`config.mk`:
```
export PLATFORM = sky130hd
export DESIGN_NAME = wb_cfg_loader
export DESIGN_NICKNAME = d
export VERILOG_FILES = /design/src/rtl/wb_cfg_loader_pkg.sv /design/src/rtl/wb_cfg_loader_fifo.sv /design/src/rtl/wb_cfg_loader.sv
export SDC_FILE = /design/constraint.sdc
export NUM_CORES = 1
export LEC_CHECK = 0
export BUFFER_PORTS_ARGS = -buffer_cell sky130_fd_sc_hd__clkbuf_2
export CAP_MARGIN = 10
export CORE_MARGIN = 5
export CORE_UTILIZATION = 25
export DETAILED_ROUTE_END_ITERATION = 12
export HOLD_SLACK_MARGIN = 0.15
export PLACE_DENSITY = 0.41
export RECOVER_POWER = 50
export SYNTH_ARGS = -nofsm -noshare
export SYNTH_HDL_FRONTEND = slang
export SYNTH_SLANG_ARGS = --single-unit
```
`constraint.sdc`:
```
create_clock -name wb_clk_i -period 3.6 [get_ports wb_clk_i]
set_input_delay 0.18 -clock wb_clk_i [delete_from_list [all_inputs] [get_ports wb_clk_i]]
set_output_delay 0.18 -clock wb_clk_i [all_outputs]
set_load 0.05 [all_outputs]
```
`src/rtl/wb_cfg_loader_pkg.sv`:
```
// Shared definitions for the Wishbone configuration loader: register map,
// CTRL/STATUS bit positions, FSM encodings and the STATUS packing helper.
package wb_cfg_loader_pkg;

    localparam logic [1:0] REG_CTRL   = 2'd0;
    localparam logic [1:0] REG_LEN    = 2'd1;
    localparam logic [1:0] REG_DATA   = 2'd2;
    localparam logic [1:0] REG_STATUS = 2'd3;

    localparam int CTRL_START = 0;
    localparam int CTRL_ABORT = 1;

    localparam int STAT_BUSY  = 0;
    localparam int STAT_DONE  = 1;
    localparam int STAT_FULL  = 2;
    localparam int STAT_EMPTY = 3;

    localparam logic [1:0] S_IDLE  = 2'd0;
    localparam logic [1:0] S_SHIFT = 2'd1;
    localparam logic [1:0] S_DONE  = 2'd2;

    localparam logic [5:0] WORD_BITS = 6'd32;

    function automatic logic [31:0] pack_status(input logic       busy,
                                                input logic       done,
                                                input logic       full,
                                                input logic       empty,
                                                input logic [3:0] count);
        logic [31:0] s;
        s             = '0;
        s[STAT_BUSY]  = busy;
        s[STAT_DONE]  = done;
        s[STAT_FULL]  = full;
        s[STAT_EMPTY] = empty;
        s[11:8]       = count;
        return s;
    endfunction

endpackage

```
`src/rtl/wb_cfg_loader_fifo.sv`:
```
// Synchronous word FIFO feeding the configuration shift register; flush empties
// it in one cycle without touching the storage array.
module wb_cfg_loader_fifo #(
    parameter int DEPTH = 4,
    parameter int WIDTH = 32
) (
    input  logic                     clk,
    input  logic                     rst,
    input  logic                     flush,
    input  logic                     push,
    input  logic [WIDTH-1:0]         wdata,
    input  logic                     pop,
    output logic [WIDTH-1:0]         rdata,
    output logic                     full,
    output logic                     empty,
    output logic [$clog2(DEPTH):0]   count
);

    localparam int AW = $clog2(DEPTH);
    localparam logic [AW:0] FULL_CNT = (AW+1)'(DEPTH);

    logic [WIDTH-1:0] mem [DEPTH];
    logic [AW-1:0]    wr_ptr;
    logic [AW-1:0]    rd_ptr;
    logic [AW:0]      cnt;
    logic             do_push;
    logic             do_pop;

    assign do_push = push & ~full;
    assign do_pop  = pop & ~empty;

    // NOTE: reset is synchronous (sampled on the clock edge), and every
    // register here is updated with <= so all flops see pre-edge values.
    always_ff @(posedge clk) begin
        if (rst || flush) begin
            wr_ptr <= '0;
            rd_ptr <= '0;
            cnt    <= '0;
        end else begin
            if (do_push) wr_ptr <= wr_ptr + AW'(1);
            if (do_pop)  rd_ptr <= rd_ptr + AW'(1);
            case ({do_push, do_pop})
                2'b10:   cnt <= cnt + (AW+1)'(1);
                2'b01:   cnt <= cnt - (AW+1)'(1);
                default: cnt <= cnt;
            endcase
        end
    end

    // NOTE: the storage array has no reset; pointers and count define validity,
    // which lets the array map onto plain RAM/flops without a reset tree.
    always_ff @(posedge clk) begin
        if (do_push) mem[wr_ptr] <= wdata;
    end

    assign rdata = mem[rd_ptr];
    assign full  = (cnt == FULL_CNT);
    assign empty = (cnt == '0);
    assign count = cnt;

endmodule

```
`src/rtl/wb_cfg_loader.sv`:
```
// Wishbone slave that buffers bitstream words and shifts them LSB-first into the
// fabric configuration chain, holding the fabric in reset until LEN bits are in.
module wb_cfg_loader
    import wb_cfg_loader_pkg::*;
#(
    parameter logic [31:0] BASE_ADDR  = 32'h3000_0000,
    parameter int          FIFO_DEPTH = 4,
    parameter int          LEN_W      = 20
) (
    input  logic        wb_clk_i,
    input  logic        wb_rst_i,
    input  logic        wbs_cyc_i,
    input  logic        wbs_stb_i,
    input  logic        wbs_we_i,
    input  logic [3:0]  wbs_sel_i,
    input  logic [31:0] wbs_adr_i,
    input  logic [31:0] wbs_dat_i,
    output logic        wbs_ack_o,
    output logic [31:0] wbs_dat_o,
    output logic        cfg_bit_o,
    output logic        cfg_shift_o,
    output logic        cfg_done_o,
    output logic        fabric_rst_o
);

    localparam int CNT_W = $clog2(FIFO_DEPTH) + 1;

    logic [1:0]       state;
    logic [LEN_W-1:0] len_reg;
    logic [LEN_W-1:0] remaining;
    logic [31:0]      sr;
    logic [5:0]       sr_cnt;

    logic             fifo_push;
    logic             fifo_pop;
    logic             fifo_flush;
    logic             fifo_full;
    logic             fifo_empty;
    logic [31:0]      fifo_rdata;
    logic [CNT_W-1:0] fifo_count;

    logic             addr_hit;
    logic [1:0]       reg_idx;
    logic             req;
    logic             data_blocked;
    logic             bus_go;
    logic             wr_go;
    logic             rd_go;
    logic             start_cmd;
    logic             abort_cmd;
    logic             start_zero;
    logic             shift_active;
    logic             last_bit;
    logic             load_word;
    logic [31:0]      rd_value;
    logic             unused_ok;

    assign unused_ok = &{1'b0, wbs_sel_i, wbs_adr_i[1:0]};

    // A strobe is served at most once: the cycle ack is high never re-triggers.
    assign addr_hit     = (wbs_adr_i[31:4] == BASE_ADDR[31:4]);
    assign reg_idx      = wbs_adr_i[3:2];
    assign req          = wbs_cyc_i & wbs_stb_i & addr_hit & ~wbs_ack_o;
    assign data_blocked = wbs_we_i && (reg_idx == REG_DATA) && fifo_full && (state != S_DONE);
    assign bus_go       = req & ~data_blocked;
    assign wr_go        = bus_go & wbs_we_i;
    assign rd_go        = bus_go & ~wbs_we_i;

    assign abort_cmd  = wr_go && (reg_idx == REG_CTRL) && wbs_dat_i[CTRL_ABORT];
    assign start_cmd  = wr_go && (reg_idx == REG_CTRL) && wbs_dat_i[CTRL_START]
                        && !wbs_dat_i[CTRL_ABORT];
    assign start_zero = start_cmd && (state == S_IDLE) && (len_reg == '0);

    assign shift_active = (state == S_SHIFT) && (sr_cnt != '0);
    assign last_bit     = shift_active && (remaining == LEN_W'(1));
    assign load_word    = (state == S_SHIFT) && (sr_cnt == '0) && !fifo_empty;

    assign fifo_push  = wr_go && (reg_idx == REG_DATA) && (state != S_DONE);
    assign fifo_pop   = load_word;
    assign fifo_flush = abort_cmd | last_bit | start_zero;

    wb_cfg_loader_fifo #(
        .DEPTH (FIFO_DEPTH),
        .WIDTH (32)
    ) u_fifo (
        .clk   (wb_clk_i),
        .rst   (wb_rst_i),
        .flush (fifo_flush),
        .push  (fifo_push),
        .wdata (wbs_dat_i),
        .pop   (fifo_pop),
        .rdata (fifo_rdata),
        .full  (fifo_full),
        .empty (fifo_empty),
        .count (fifo_count)
    );

    // NOTE: rd_value gets a default before the case so no latch is inferred.
    always_comb begin
        rd_value = '0;
        case (reg_idx)
            REG_LEN:    rd_value = 32'(len_reg);
            REG_STATUS: rd_value = pack_status(state == S_SHIFT, state == S_DONE,
                                               fifo_full, fifo_empty, 4'(fifo_count));
            default:    rd_value = '0;
        endcase
    end

    always_ff @(posedge wb_clk_i) begin
        if (wb_rst_i) begin
            wbs_ack_o <= 1'b0;
            wbs_dat_o <= '0;
            state     <= S_IDLE;
            len_reg   <= '0;
            remaining <= '0;
            sr        <= '0;
            sr_cnt    <= '0;
        end else begin
            wbs_ack_o <= bus_go;
            wbs_dat_o <= rd_go ? rd_value : '0;

            if (wr_go && (reg_idx == REG_LEN) && (state != S_SHIFT))
                len_reg <= wbs_dat_i[LEN_W-1:0];

            case (state)
                S_IDLE: begin
                    if (start_cmd) begin
                        if (len_reg == '0) begin
                            state <= S_DONE;
                        end else begin
                            state     <= S_SHIFT;
                            remaining <= len_reg;
                        end
                    end
                end
                S_SHIFT: begin
                    if (load_word) begin
                        sr     <= fifo_rdata;
                        sr_cnt <= WORD_BITS;
                    end else if (shift_active) begin
                        sr        <= {1'b0, sr[31:1]};
                        sr_cnt    <= sr_cnt - 6'd1;
                        remaining <= remaining - LEN_W'(1);
                        // Leftover bits of the current word are discarded here.
                        if (last_bit) begin
                            state  <= S_DONE;
                            sr_cnt <= '0;
                        end
                    end
                end
                default: begin
                    // DONE only leaves through abort.
                end
            endcase

            if (abort_cmd) begin
                state     <= S_IDLE;
                sr        <= '0;
                sr_cnt    <= '0;
                remaining <= '0;
            end
        end
    end

    assign cfg_shift_o  = shift_active;
    assign cfg_bit_o    = shift_active & sr[0];
    assign cfg_done_o   = (state == S_DONE);
    assign fabric_rst_o = (state != S_DONE);

endmodule

```
* After elaboration in Yosys (flattened, before gate mapping)
Memory sizes are Yosys's and may differ from the RTL's. A register that Yosys moved wholly into a read port is not among the register bits. Cells that the tools add are included.
Cells by class: reductions and logical operators 34, bitwise logic cells 17, multiplexer cells 22, equality and inequality tests 17, $add $sub $neg 6
Operator list (count):
- two-way mux 20 bit | 4
- one-hot mux 20 bit (2 select lines) | 2
- two-way mux 32 bit | 2
- equality test 28 x 26 -> 1 bit (second input constant) | 1
- equality test 20 x 1 -> 1 bit (second input constant) | 1
- zero test 20 bit | 1
- subtractor 20 x 1 -> 20 bit (second input constant) | 1
- two-way mux 6 bit | 3
- logical AND 1 bit | 17
- two-way mux 2 bit | 7
- inequality test 2 bit (second input constant) | 6
- AND reduction 5 bit | 2
- bitwise AND 1 bit | 9
- equality test 2 bit (second input constant) | 4
- equality test 2 x 1 -> 1 bit (second input constant) | 3
- zero test 6 bit | 1
- NOT 1 bit | 6
- one-hot mux 3 bit (2 select lines) | 1
- nonzero test 2 bit | 3
- nonzero test 6 bit | 1
- subtractor 6 x 1 -> 6 bit (second input constant) | 1
- adder 2 x 1 -> 2 bit (second input constant) | 2
- zero test 2 bit | 2
- one-hot mux 2 bit (2 select lines) | 1
- 11 further kinds | 15
Word-level totals: output and inout bits 37, input port bits 73, register bits after elaboration 120, memory bits (writable) 128, logic and storage cells 107, memories 1
Memories:
- u_fifo.mem | words 4, width 32, rd ports 1, clocked after Yosys merged registers in 1, wr ports 1, line wb_cfg_loader_fifo.sv:22 | logic [WIDTH-1:0] mem [DEPTH];

* Logic depth before layout (Yosys ltp)
Gate-level depths: netlist (run 1).
word-level depth 15, mapped depth 15

* Cells and area by module
From an unflattened synthesis (run 1), not the netlist that was laid out.
Unflattened totals: cell total of the unflattened synthesis 783, area, all modules 9859.5 µm²
Modules (own cells, without submodules):
- wb_cfg_loader_fifo | area each 5102.4 µm², cells each 223, times used 1
- wb_cfg_loader | area each 4757.1 µm², cells each 560, times used 1

* Worst setup path after synthesis (run 1)
OpenSTA, ideal clock, no wires.
path type register -> register, start reg state[1], end reg u_fifo.cnt[2] (netlist: u_fifo.count[2]), setup slack 0.494 ns, arrival time 2.970 ns, setup time 0.136 ns, required time 3.464 ns, stages on the path, launching flop included 13, cells stage by stage dfxtp_1 nor2b_1 inv_1 nand2_1 nor4_1 inv_1 ha_1 inv_1 fa_1 xor2_1 nor2_1 xnor2_1 nor2_1
Between the ends: cells in the longest elaborated chain, start to end 12
Ends and longest elaborated chain:
- start: declaration | line wb_cfg_loader.sv:28 | logic [1:0] state;
- start signal: assignment | line wb_cfg_loader.sv:113 | state <= S_IDLE;
- start signal: assignment | line wb_cfg_loader.sv:129 | state <= S_DONE;
- start signal: assignment | line wb_cfg_loader.sv:131 | state <= S_SHIFT;
- inequality test 2 bit (*)
- via fabric_rst_o | line wb_cfg_loader.sv:23 | output logic fabric_rst_o
- parallel branches: the longest is 11 deep, another holds one-hot mux 3 bit (2 select lines)
- end signal: assignment | line wb_cfg_loader_fifo.sv:43 | 2'b10: cnt <= cnt + (AW+1)'(1);
- end signal: assignment | line wb_cfg_loader_fifo.sv:44 | 2'b01: cnt <= cnt - (AW+1)'(1);
- end signal: assignment | line wb_cfg_loader_fifo.sv:45 | default: cnt <= cnt;
- end: declaration | line wb_cfg_loader_fifo.sv:25 | logic [AW:0] cnt;
Mark *: on every way through the listed nets, which the timed path passes. A chain may end at the register's enable or synchronous reset.

* Worst setup path in the final report (run 1)
start reg sr_cnt[0], end out cfg_shift_o
Between the ends: cells in the longest elaborated chain, start to end 2
Ends and longest elaborated chain:
- start: declaration | line wb_cfg_loader.sv:32 | logic [5:0] sr_cnt;
- start signal: assignment | line wb_cfg_loader.sv:142 | sr_cnt <= sr_cnt - 6'd1;
- nonzero test 6 bit | line wb_cfg_loader.sv:74 | assign shift_active = (state == S_SHIFT) && (sr_cnt != '0);
- logical AND 1 bit | line wb_cfg_loader.sv:74
- end: declaration | line wb_cfg_loader.sv:21 | output logic cfg_shift_o,
No other way between the ends.

==> flow_summary.yaml, run 1 <==
sta:
  hold_violations: 0
  final.period_utilization_pct: 93.8
  setup_viol: 0
  rsz0062_at_grt: "no"
  relSlewSlack_pct: 28.2
  worst_pin_slew_ns: 1.08
  fin_skew_ns: 0.0146
  setup-tns-final_ns: 0
  max_freq_mhz: 296
  finalMaxSlewViolations: 0
  period_minus_slack_ns: 3.38
clock_tree:
  cts_tree: "done"
  cts_htree_levels: 1
  path_clk_slew_ns: 0.06
  cts.path.max_buffers: 3
  clk-insertion-delay-late_ns: 0.54
  cts_made_buffers: 26
  clock_sinks: 238
  post_cts_buffers: 0
  clock-root-buffer: "clkbuf_16"
die:
  rows: 73
  start_util_pct: 25.1
  core-area_mm2: 0.0395
  die_area_mm2: 0.0438
  die_w_um: 209
  ios: 110
  die_h_um: 209
final_layout:
  area_growth_syn_to_layout_pct: 23.1
  drive_gt1_share_pct: 16.9
  largest_reg_flops: 128
  largest-register: "u_fifo.mem"
  final_common_cell: "edfxtp_1"
  fin_cells: 1461
  final_cell_area_mm2: 0.0122
  fin_nets: 996
  final_util_pct: 30.9
  biggestRegsByFlops: "u_fifo.mem x128, sr x32"
  layout_common_cells: "edfxtp_1, dfxtp_1, nor2_1"
power:
  combPwrFrac_pct: 2.8
  swShare_pct: 21.5
  p_seq_share_pct: 50.9
  p_leak_nw: 4.11
  p_int_mw: 4.40
  power.switching_mw: 1.21
  power_density_mw_per_mm2: 458
  clkPwrFrac_pct: 46.3
  ir_worst_vdd_mv: 0.308
  finalPower_mw: 5.61
drt:
  wl_met3_um: 1140
  wl_met1_um: 12900
  drt_iter0_drc: 383
  dr.pass1.iters: 5
  drt-total-wl_um: 27000
  drc: 0
  ant_nets: 0
  wl_met2_um: 12300
  num_vias: 6825
  topRoutingLayerUsed: "met5"
  wl_per_cell_um: 18.5
  routed_via_density: 4.67
global_route:
  grt_max_degree: 52
  grt_pass1_wl_um: 41900
  grt.overflow.total: 0
  first_global_vias: 6888
  antenna_found_initial: 2
  grt_use_total_pct: 12.0
synthesis:
  synth_flop_cell: "edfxtp_1"
  syn_inst: 778
  yosysTopAreaCellShare_pct: 38.7
  seq_area_frac_synth_pct: 60.8
  ys_async_sr_fraction_pct: 0
  syn_area_per_cell_um2: 12.8
  synth_area_leader_cell: "edfxtp_1"
  yosys_register_bits: 238
  synth_edf_count: 128
  synth.area.top_cells: "edfxtp_1, dfxtp_1, mux4_2"
  synthesis.area_mm2: 0.00994
  ys_warn_count: 0
  ys_types: 65
job:
  maxCapViolations: 0
place:
  port_buffers: 91
  dpl.hpwl_um: 17800
  dp_cells: 1374
  place_area_mm2: 0.0111
  gp_congestion: 0.756
critical_path:
  cp.required_ns: 3.42
  reg2regPathDepth: 13
  startpoint: "sr_cnt[0]"
  critical_path_class: "reg -> out"
  critPathArrivalTime_ns: 3.20
  r2r_start: "sr_cnt[0]"
  timing.rr.end: "u_fifo.count[2]"
  endpoint: "cfg_shift_o"
  endpoint_kind: "output pin"
  start_kind: "register"
  r2r_slack_ns: 0.68
  critPathMaxFanout: 20
worst_hold_path:
  hp-class: "in -> reg"
  holdCritStartpoint: "wbs_adr_i[9]"
run_status:
  status: "finished clean"
-- critical path, cell delays in order, from the launching register on --
cell and delay, ns:
dfxtp_1 0.33, inv_1 0.08, ha_1 0.23, or4b_2 0.64, o21ai_2 0.31, clkinv_1 0.42, buf_4 0.37, clkbuf_2 0.27
-- power by group through the flow --
stage | clock [mW] | sequential [mW] | combinational (mW)
final | 2.59 | 2.86 | 0.156
after global routing | 2.80 | 2.85 | 0.170
after CTS | 2.69 | 2.85 | 0.165
after detailed placement | 0 | 2.91 | 0.133
after global placement | 0 | 2.91 | 0.131
after floorplan | 0 | 2.92 | 0.0657
-- worst min-delay path by stage --
| stage | end | slack, ns | cells past startpoint |
|---|---|---|---|
| after floorplan | u_fifo.mem[0][0] | 0.28 | 0 |
| after global placement | u_fifo.mem[2][21] | 0.40 | 1 |
| after detailed placement | u_fifo.mem[2][22] | 0.40 | 1 |
| after CTS | len_reg[19] | 0.23 | 2 |
| after global routing | len_reg[12] | 0.26 | 2 |
| final | wbs_ack_o | 0.23 | 5 |
-- repair_timing --
action                                 CTS  global route
hold buffers                            37             0
endpoints found under the hold margin  157             0
resized for setup                        0             0
-- logic make-up (layout without fill, tap and decap cells) --
| group | after synthesis | count (layout) | share of synthesized area [%] |
|---|---|---|---|
| XOR/XNOR | 7 | 7 | 0.617 |
| AND/OR/NAND/NOR | 224 | 224 | 11.6 |
| other | 1 | 14 | 0.0377 |
| flip-flops | 238 | 238 | 60.8 |
| adder cells (fa/ha/maj) | 9 | 9 | 1.21 |
| buffers and inverters | 76 | 221 | 3.51 |
| AO/OA/AOI/OAI | 146 | 146 | 10.4 |
| multiplexers | 77 | 77 | 11.8 |
-- synthesized netlist by cell type, types with 3 or more instances --
library cell / count
xnor2_1: 4
inv_1: 16
and3_1: 3
buf_4: 13
a32o_1: 10
nor3b_1: 3
ha_1: 8
mux4_2: 32
o32ai_1: 5
buf_2: 12
nor3_1: 7
o31ai_1: 6
or3_1: 5
a211o_1: 5
o21ai_0: 6
clkbuf_1: 32
nand3_1: 8
mux2i_1: 44
nand4b_1: 3
nand2_1: 45
a22oi_1: 24
o211ai_1: 9
and4_1: 4
a31oi_1: 6
dfxtp_1: 110
nor2b_1: 4
nor4_1: 16
a211oi_1: 18
and2_1: 18
edfxtp_1: 128
a21oi_1: 41
xor2_1: 3
nor4b_1: 4
nand4_1: 8
nor2_1: 78
-- final cells by class --
cell class	count	area, um2
Antenna cell	2	5.00
Clock buffer	34	721
Clock inverter	14	120
Fill cell	3997	27300
Inverter	17	63.8
Multi-Input combinational cell	475	3600
Sequential cell	238	6050
Tap cell	525	657
Timing Repair Buffer	156	1010
-- routing by layer --
| metal | GRT usage (%) | vias to the layer above |
|---|---|---|
| li1 | - | 3229 |
| met1 | 17.3 | 3405 |
| met2 | 18.7 | 145 |
| met3 | 2.03 | 44 |
| met4 | 3.53 | 2 |
| met5 | 0 | - |
-- metrics by stage --
| step | hold slack, ns | setup WS, ns |
|---|---|---|
| 2_1_floorplan | 0.279 | 0.494 |
| 3_3_place_gp | 0.403 | 0.631 |
| 3_5_place_dp | 0.404 | 0.678 |
| 4_1_cts | 0.228 | 0.197 |
| 5_1_grt | 0.256 | 0.00817 |
| 6_report | 0.234 | 0.223 |
Note: power is estimated with default switching activity, not from simulation.
==> inputs of run 2 (changes only) <==
CORE_UTILIZATION = 58   (was 25)
PLACE_DENSITY = 0.79   (was 0.41)
==> flow_summary.yaml, run 2 (synthesis gave the netlist of run 1 again) <==
drt:
  routed_via_density: 6.16
  drc: 0
  drt_iter0_drc: 650
  ant_nets: 0
  drt-total-wl_um: 24800
  wl_per_cell_um: 21.7
  num_vias: 7051
  dr.pass1.iters: 5
sta:
  relSlewSlack_pct: 18.0
  worst_pin_slew_ns: 1.22
  setup-tns-final_ns: 0
  rsz0062_at_grt: "no"
  setup_viol: 0
  max_freq_mhz: 309
  fin_skew_ns: 0.0103
  final.period_utilization_pct: 89.9
  hold_violations: 0
  period_minus_slack_ns: 3.24
  finalMaxSlewViolations: 0
critical_path:
  r2r_start: "sr_cnt[0]"
  endpoint_kind: "output pin"
  reg2regPathDepth: 13
  critical_path_class: "reg -> out"
  start_kind: "register"
  critPathMaxFanout: 15
  max_stage_delay_ns: 0.64
  r2r_slack_ns: 0.50
  cp_common_cell: "inv_1"
  critPathArrivalTime_ns: 3.06
  crit_family: "simple AND/OR/NAND/NOR gates"
  timing.rr.end: "u_fifo.count[2]"
  worst-path-buf-inv: 4
  crit_path_cell_trace: "inv_1, ha_1, or4b_2, o21ai_2, inv_1, buf_4, and2_1, clkbuf_2"
  cp.required_ns: 3.42
  crit_path_top_delay_cell: "or4b_2"
clock_tree:
  cts_tree: "done"
  cts_htree_levels: 1
  ctsResizeCount: 0
  path_clk_slew_ns: 0.06
  clock-root-buffer: "clkbuf_16"
  cts.path.max_buffers: 3
  clock_sinks: 238
  clk-insertion-delay-late_ns: 0.53
  cts_made_buffers: 24
place:
  port_buffers: 91
  dpl.hpwl_um: 16100
  gp_congestion: 0.966
power:
  swShare_pct: 20.4
  finalPower_mw: 5.51
  ir_worst_vdd_mv: 0.494
  power_density_mw_per_mm2: 471
  clkPwrFrac_pct: 45.4
  p_seq_share_pct: 51.8
  p_leak_nw: 4.04
  combPwrFrac_pct: 2.8
  p_int_mw: 4.39
  power.switching_mw: 1.12
worst_hold_path:
  hp-class: "in -> reg"
  min_to: "len_reg[10]"
  holdCritStartpoint: "wb_rst_i"
  hold_depth: 2
die:
  start_util_pct: 59.5
  die_w_um: 141
  ios: 110
  rows: 47
  die_h_um: 141
  die_area_mm2: 0.0199
  core-area_mm2: 0.0167
job:
  maxCapViolations: 0
final_layout:
  seqCellArea_mm2: 0.00605
  layout_common_cells: "edfxtp_1, dfxtp_1, nor2_1"
  largest-register: "u_fifo.mem"
  largest_reg_flops: 128
  drive_gt1_share_pct: 15.6
  biggestRegsByFlops: "u_fifo.mem x128, sr x32"
  final_util_pct: 70.1
  final_common_cell: "edfxtp_1"
  multi_input_area_mm2: 0.00360
  fin_nets: 988
  num-fill-cells: 1174
  antenna_cells: 0
  area_growth_syn_to_layout_pct: 17.8
global_route:
  grt_pass1_wl_um: 39100
  grt.overflow.total: 0
  antenna_found_initial: 0
  grt_use_total_pct: 25.0
  first_global_vias: 7147
  grt_max_degree: 52
run_status:
  status: "finished clean"
==> run 2: changes by cell type in the layout (fill, tap and decap cells not counted), sizes merged <==
cell and delta:
buf -3, clkbuf -7, bufinv +2, clkinvlp +2, inv +1, diode -2, clkinv -4, dlygate4sd3 -1
==> run 2: power by group through the flow <==
stage | logic [mW] | registers (mW) | clock network (mW)
global placement | 0.118 | 2.91 | 0
detailed placement | 0.124 | 2.91 | 0
global route | 0.161 | 2.85 | 2.67
finish | 0.152 | 2.86 | 2.50
floorplan | 0.0657 | 2.92 | 0
CTS | 0.154 | 2.86 | 2.53
==> run 2: metrics by stage <==
stage | setup WS [ns] | cells | hold WS (ns) | area (um2)
floorplan | 0.494 | 789 | 0.279 | 9980
global placement | 0.778 | 1064 | 0.392 | 10600
detailed placement | 0.582 | 1064 | 0.399 | 10600
CTS | 0.379 | 1144 | 0.182 | 11800
global route | 0.208 | 1144 | 0.213 | 11700
finish | 0.365 | 1144 | 0.206 | 11700
==> run 2: how the worst max path moves through the flow <==
stage / startpoint / to / slack [ns] / cells past startpoint
floorplan: state[1] / u_fifo.count[2] / 0.49 / 12
global placement: sr_cnt[0] / u_fifo.count[2] / 0.78 / 13
detailed placement: sr_cnt[0] / u_fifo.count[2] / 0.58 / 13
CTS: sr_cnt[0] / cfg_bit_o / 0.38 / 8
global route: sr_cnt[0] / cfg_bit_o / 0.21 / 8
finish: sr_cnt[0] / cfg_bit_o / 0.36 / 8
==> run 2: final cells by class <==
type / count / share of cell area (%)
inverters: 17 / 0.545
clock inverters: 15 / 1.56
clock buffers: 29 / 5.38
well taps: 220 / 2.35
multi-input cells: 475 / 30.7
flip-flops and latches: 238 / 51.7
repair buffers: 150 / 7.77
==> run 2: routing by layer <==
layer  vias to the layer above  track usage, %  wire, um  part of all wire [%]
met2                       337            42.4     12400                    50
met3                        69            4.06      1790                   7.2
met5                         -               0         0                     0
met1                      3438            33.2      9830                    40
met4                         0            7.80       767                   3.1
li1                       3207               -         -                     -
==> run 2: repair_timing <==
item                                   CTS  global route
hold buffers                            36             0
buffers inserted                         0             0
endpoints found under the hold margin  155             0
==> run 2: worst reg2reg max path: cells and delay by family, from the launching register on <==
kind	cells	cell delay, ns
buf+inv	3	0.23
simple gates	5	1.30
fa+ha+maj	3	0.82
xor+xnor	2	0.28
flops	1	0.33
==> inputs of run 3 (changes only) <==
SLEW_MARGIN = 20   (was not set)
clock period = 3.3 ns   (was 3.6 ns; I/O delays follow)
==> flow_summary.yaml, run 3 (synthesis gave the netlist of run 1 again) <==
global_route:
  grt_use_total_pct: 23.9
  grt.overflow.total: 0
  grt_max_degree: 52
  antenna_found_initial: 0
  first_global_vias: 7014
  grt_pass1_wl_um: 38300
power:
  finalPower_mw: 5.90
  power_density_mw_per_mm2: 506
  p_leak_nw: 4.01
  ir_worst_vdd_mv: 0.384
sta:
  relSlewSlack_pct: -10.9
  rsz0062_at_grt: "no"
  period_minus_slack_ns: 3.17
  fin_skew_ns: 0.00504
  final.period_utilization_pct: 96.0
  worst_pin_slew_ns: 1.66
  max_freq_mhz: 316
  finalMaxSlewViolations: 21
  setup_viol: 0
  hold_violations: 0
  setup-tns-final_ns: 0
final_layout:
  antenna_cells: 0
  largest_reg_flops: 128
  seqCellArea_mm2: 0.00605
  largest-register: "u_fifo.mem"
  num-fill-cells: 1130
  drive_gt1_share_pct: 15.0
  multi_input_area_mm2: 0.00360
  layout_common_cells: "edfxtp_1, dfxtp_1, nor2_1"
  biggestRegsByFlops: "u_fifo.mem x128, sr x32"
  area_growth_syn_to_layout_pct: 17.2
  final_common_cell: "edfxtp_1"
  fin_nets: 985
clock_tree:
  clk-insertion-delay-late_ns: 0.51
  clock-root-buffer: "clkbuf_16"
  cts.path.max_buffers: 3
  cts_tree: "done"
  cts_made_buffers: 24
  cts_htree_levels: 1
  path_clk_slew_ns: 0.06
  clock_sinks: 238
place:
  dpl.hpwl_um: 15600
  gp_congestion: 0.893
  port_buffers: 91
critical_path:
  r2r_slack_ns: 0.19
  start_kind: "register"
  critical_path_class: "reg -> out"
  critPathMaxFanout: 22
  r2r_start: "state[0]"
  critPathArrivalTime_ns: 3.00
  timing.rr.end: "len_reg[16]"
  reg2regPathDepth: 7
  cp.required_ns: 3.13
  endpoint_kind: "output pin"
worst_hold_path:
  hold_depth: 3
  hp-class: "in -> reg"
  min_to: "wbs_dat_o[3]"
  holdCritStartpoint: "wbs_adr_i[3]"
drt:
  wl_per_cell_um: 21.3
  drt-total-wl_um: 24300
  drc: 0
  num_vias: 7110
  ant_nets: 0
  routed_via_density: 6.23
  dr.pass1.iters: 5
  drt_iter0_drc: 875
die:
  ios: 110
  start_util_pct: 59.5
  rows: 47
  die_h_um: 141
  core-area_mm2: 0.0167
  die_area_mm2: 0.0199
  die_w_um: 141
run_status:
  status: "finished with violations"
  violations: "max-capacitance violations, max-slew violations"
job:
  maxCapViolations: 1
## run 3: area by class of cell
class,count,share of cell area [%]
Tap cell,220,2.36
Sequential cell,238,51.9
Clock buffer,38,5.95
Clock inverter,6,0.591
Inverter,17,0.548
Timing Repair Buffer,147,7.69
Multi-Input combinational cell,475,30.9
## run 3: how the worst max path moves through the flow
| stage | start | end | slack [ns] | cells past startpoint |
|---|---|---|---|---|
| final | sr_cnt[0] | cfg_bit_o | 0.13 | 8 |
| after global placement | sr_cnt[0] | u_fifo.count[2] | 0.46 | 13 |
| after global routing | sr_cnt[0] | cfg_bit_o | 0.02 | 8 |
| after detailed placement | sr_cnt[0] | u_fifo.count[2] | 0.28 | 13 |
| after floorplan | state[1] | u_fifo.count[2] | 0.19 | 12 |
| after CTS | sr_cnt[0] | cfg_bit_o | 0.1 | 8 |
## run 3: routing by layer
layer	vias up	track usage (%)	share of wire, %
li1	3194	-	-
met5	-	0	0
met2	324	39.2	49
met3	50	4.10	7.4
met4	0	6.12	2.1
met1	3542	33.6	41
## run 3: power breakdown
group | leakage, nW | total (mW) | internal, mW | switching (mW)
registers | 2.04 | 3.12 | 3.12 | 0.000000000126
logic | 1.61 | 0.167 | 0.0598 | 0.107
clock network | 0.369 | 2.62 | 1.52 | 1.09
total | 4.01 | 5.90 | 4.70 | 1.20
## run 3: stage by stage
stage / util, % / instances / area, um2 / setup slack (ns) / hold slack [ns]
after global routing: 69.7 / 1141 / 11600 / 0.0205 / 0.166
final: 69.7 / 1141 / 11600 / 0.131 / 0.165
after CTS: 70.2 / 1141 / 11700 / 0.0955 / 0.155
after global placement: 63.5 / 1062 / 10600 / 0.459 / 0.378
after floorplan: - / 789 / 9980 / 0.194 / 0.264
after detailed placement: 63.5 / 1062 / 10600 / 0.278 / 0.393
## run 3: worst max-delay path, stage by stage (launching register included)
cell,delay [ns]
dfxtp_1,0.34
inv_1,0.09
ha_1,0.22
or4b_2,0.66
o21ai_4,0.24
inv_1,0.21
buf_4,0.28
and2_1,0.20
clkbuf_2,0.23
## run 3: what timing repair did
| item | 4_1_cts | 5_1_grt |
|---|---|---|
| hold endpoints to repair | 155 | 0 |
| setup endpoints to repair | 0 | 1 |
| hold buffers | 35 | 0 |
| resized for setup | 0 | 1 |
| buffers inserted | 0 | 0 |
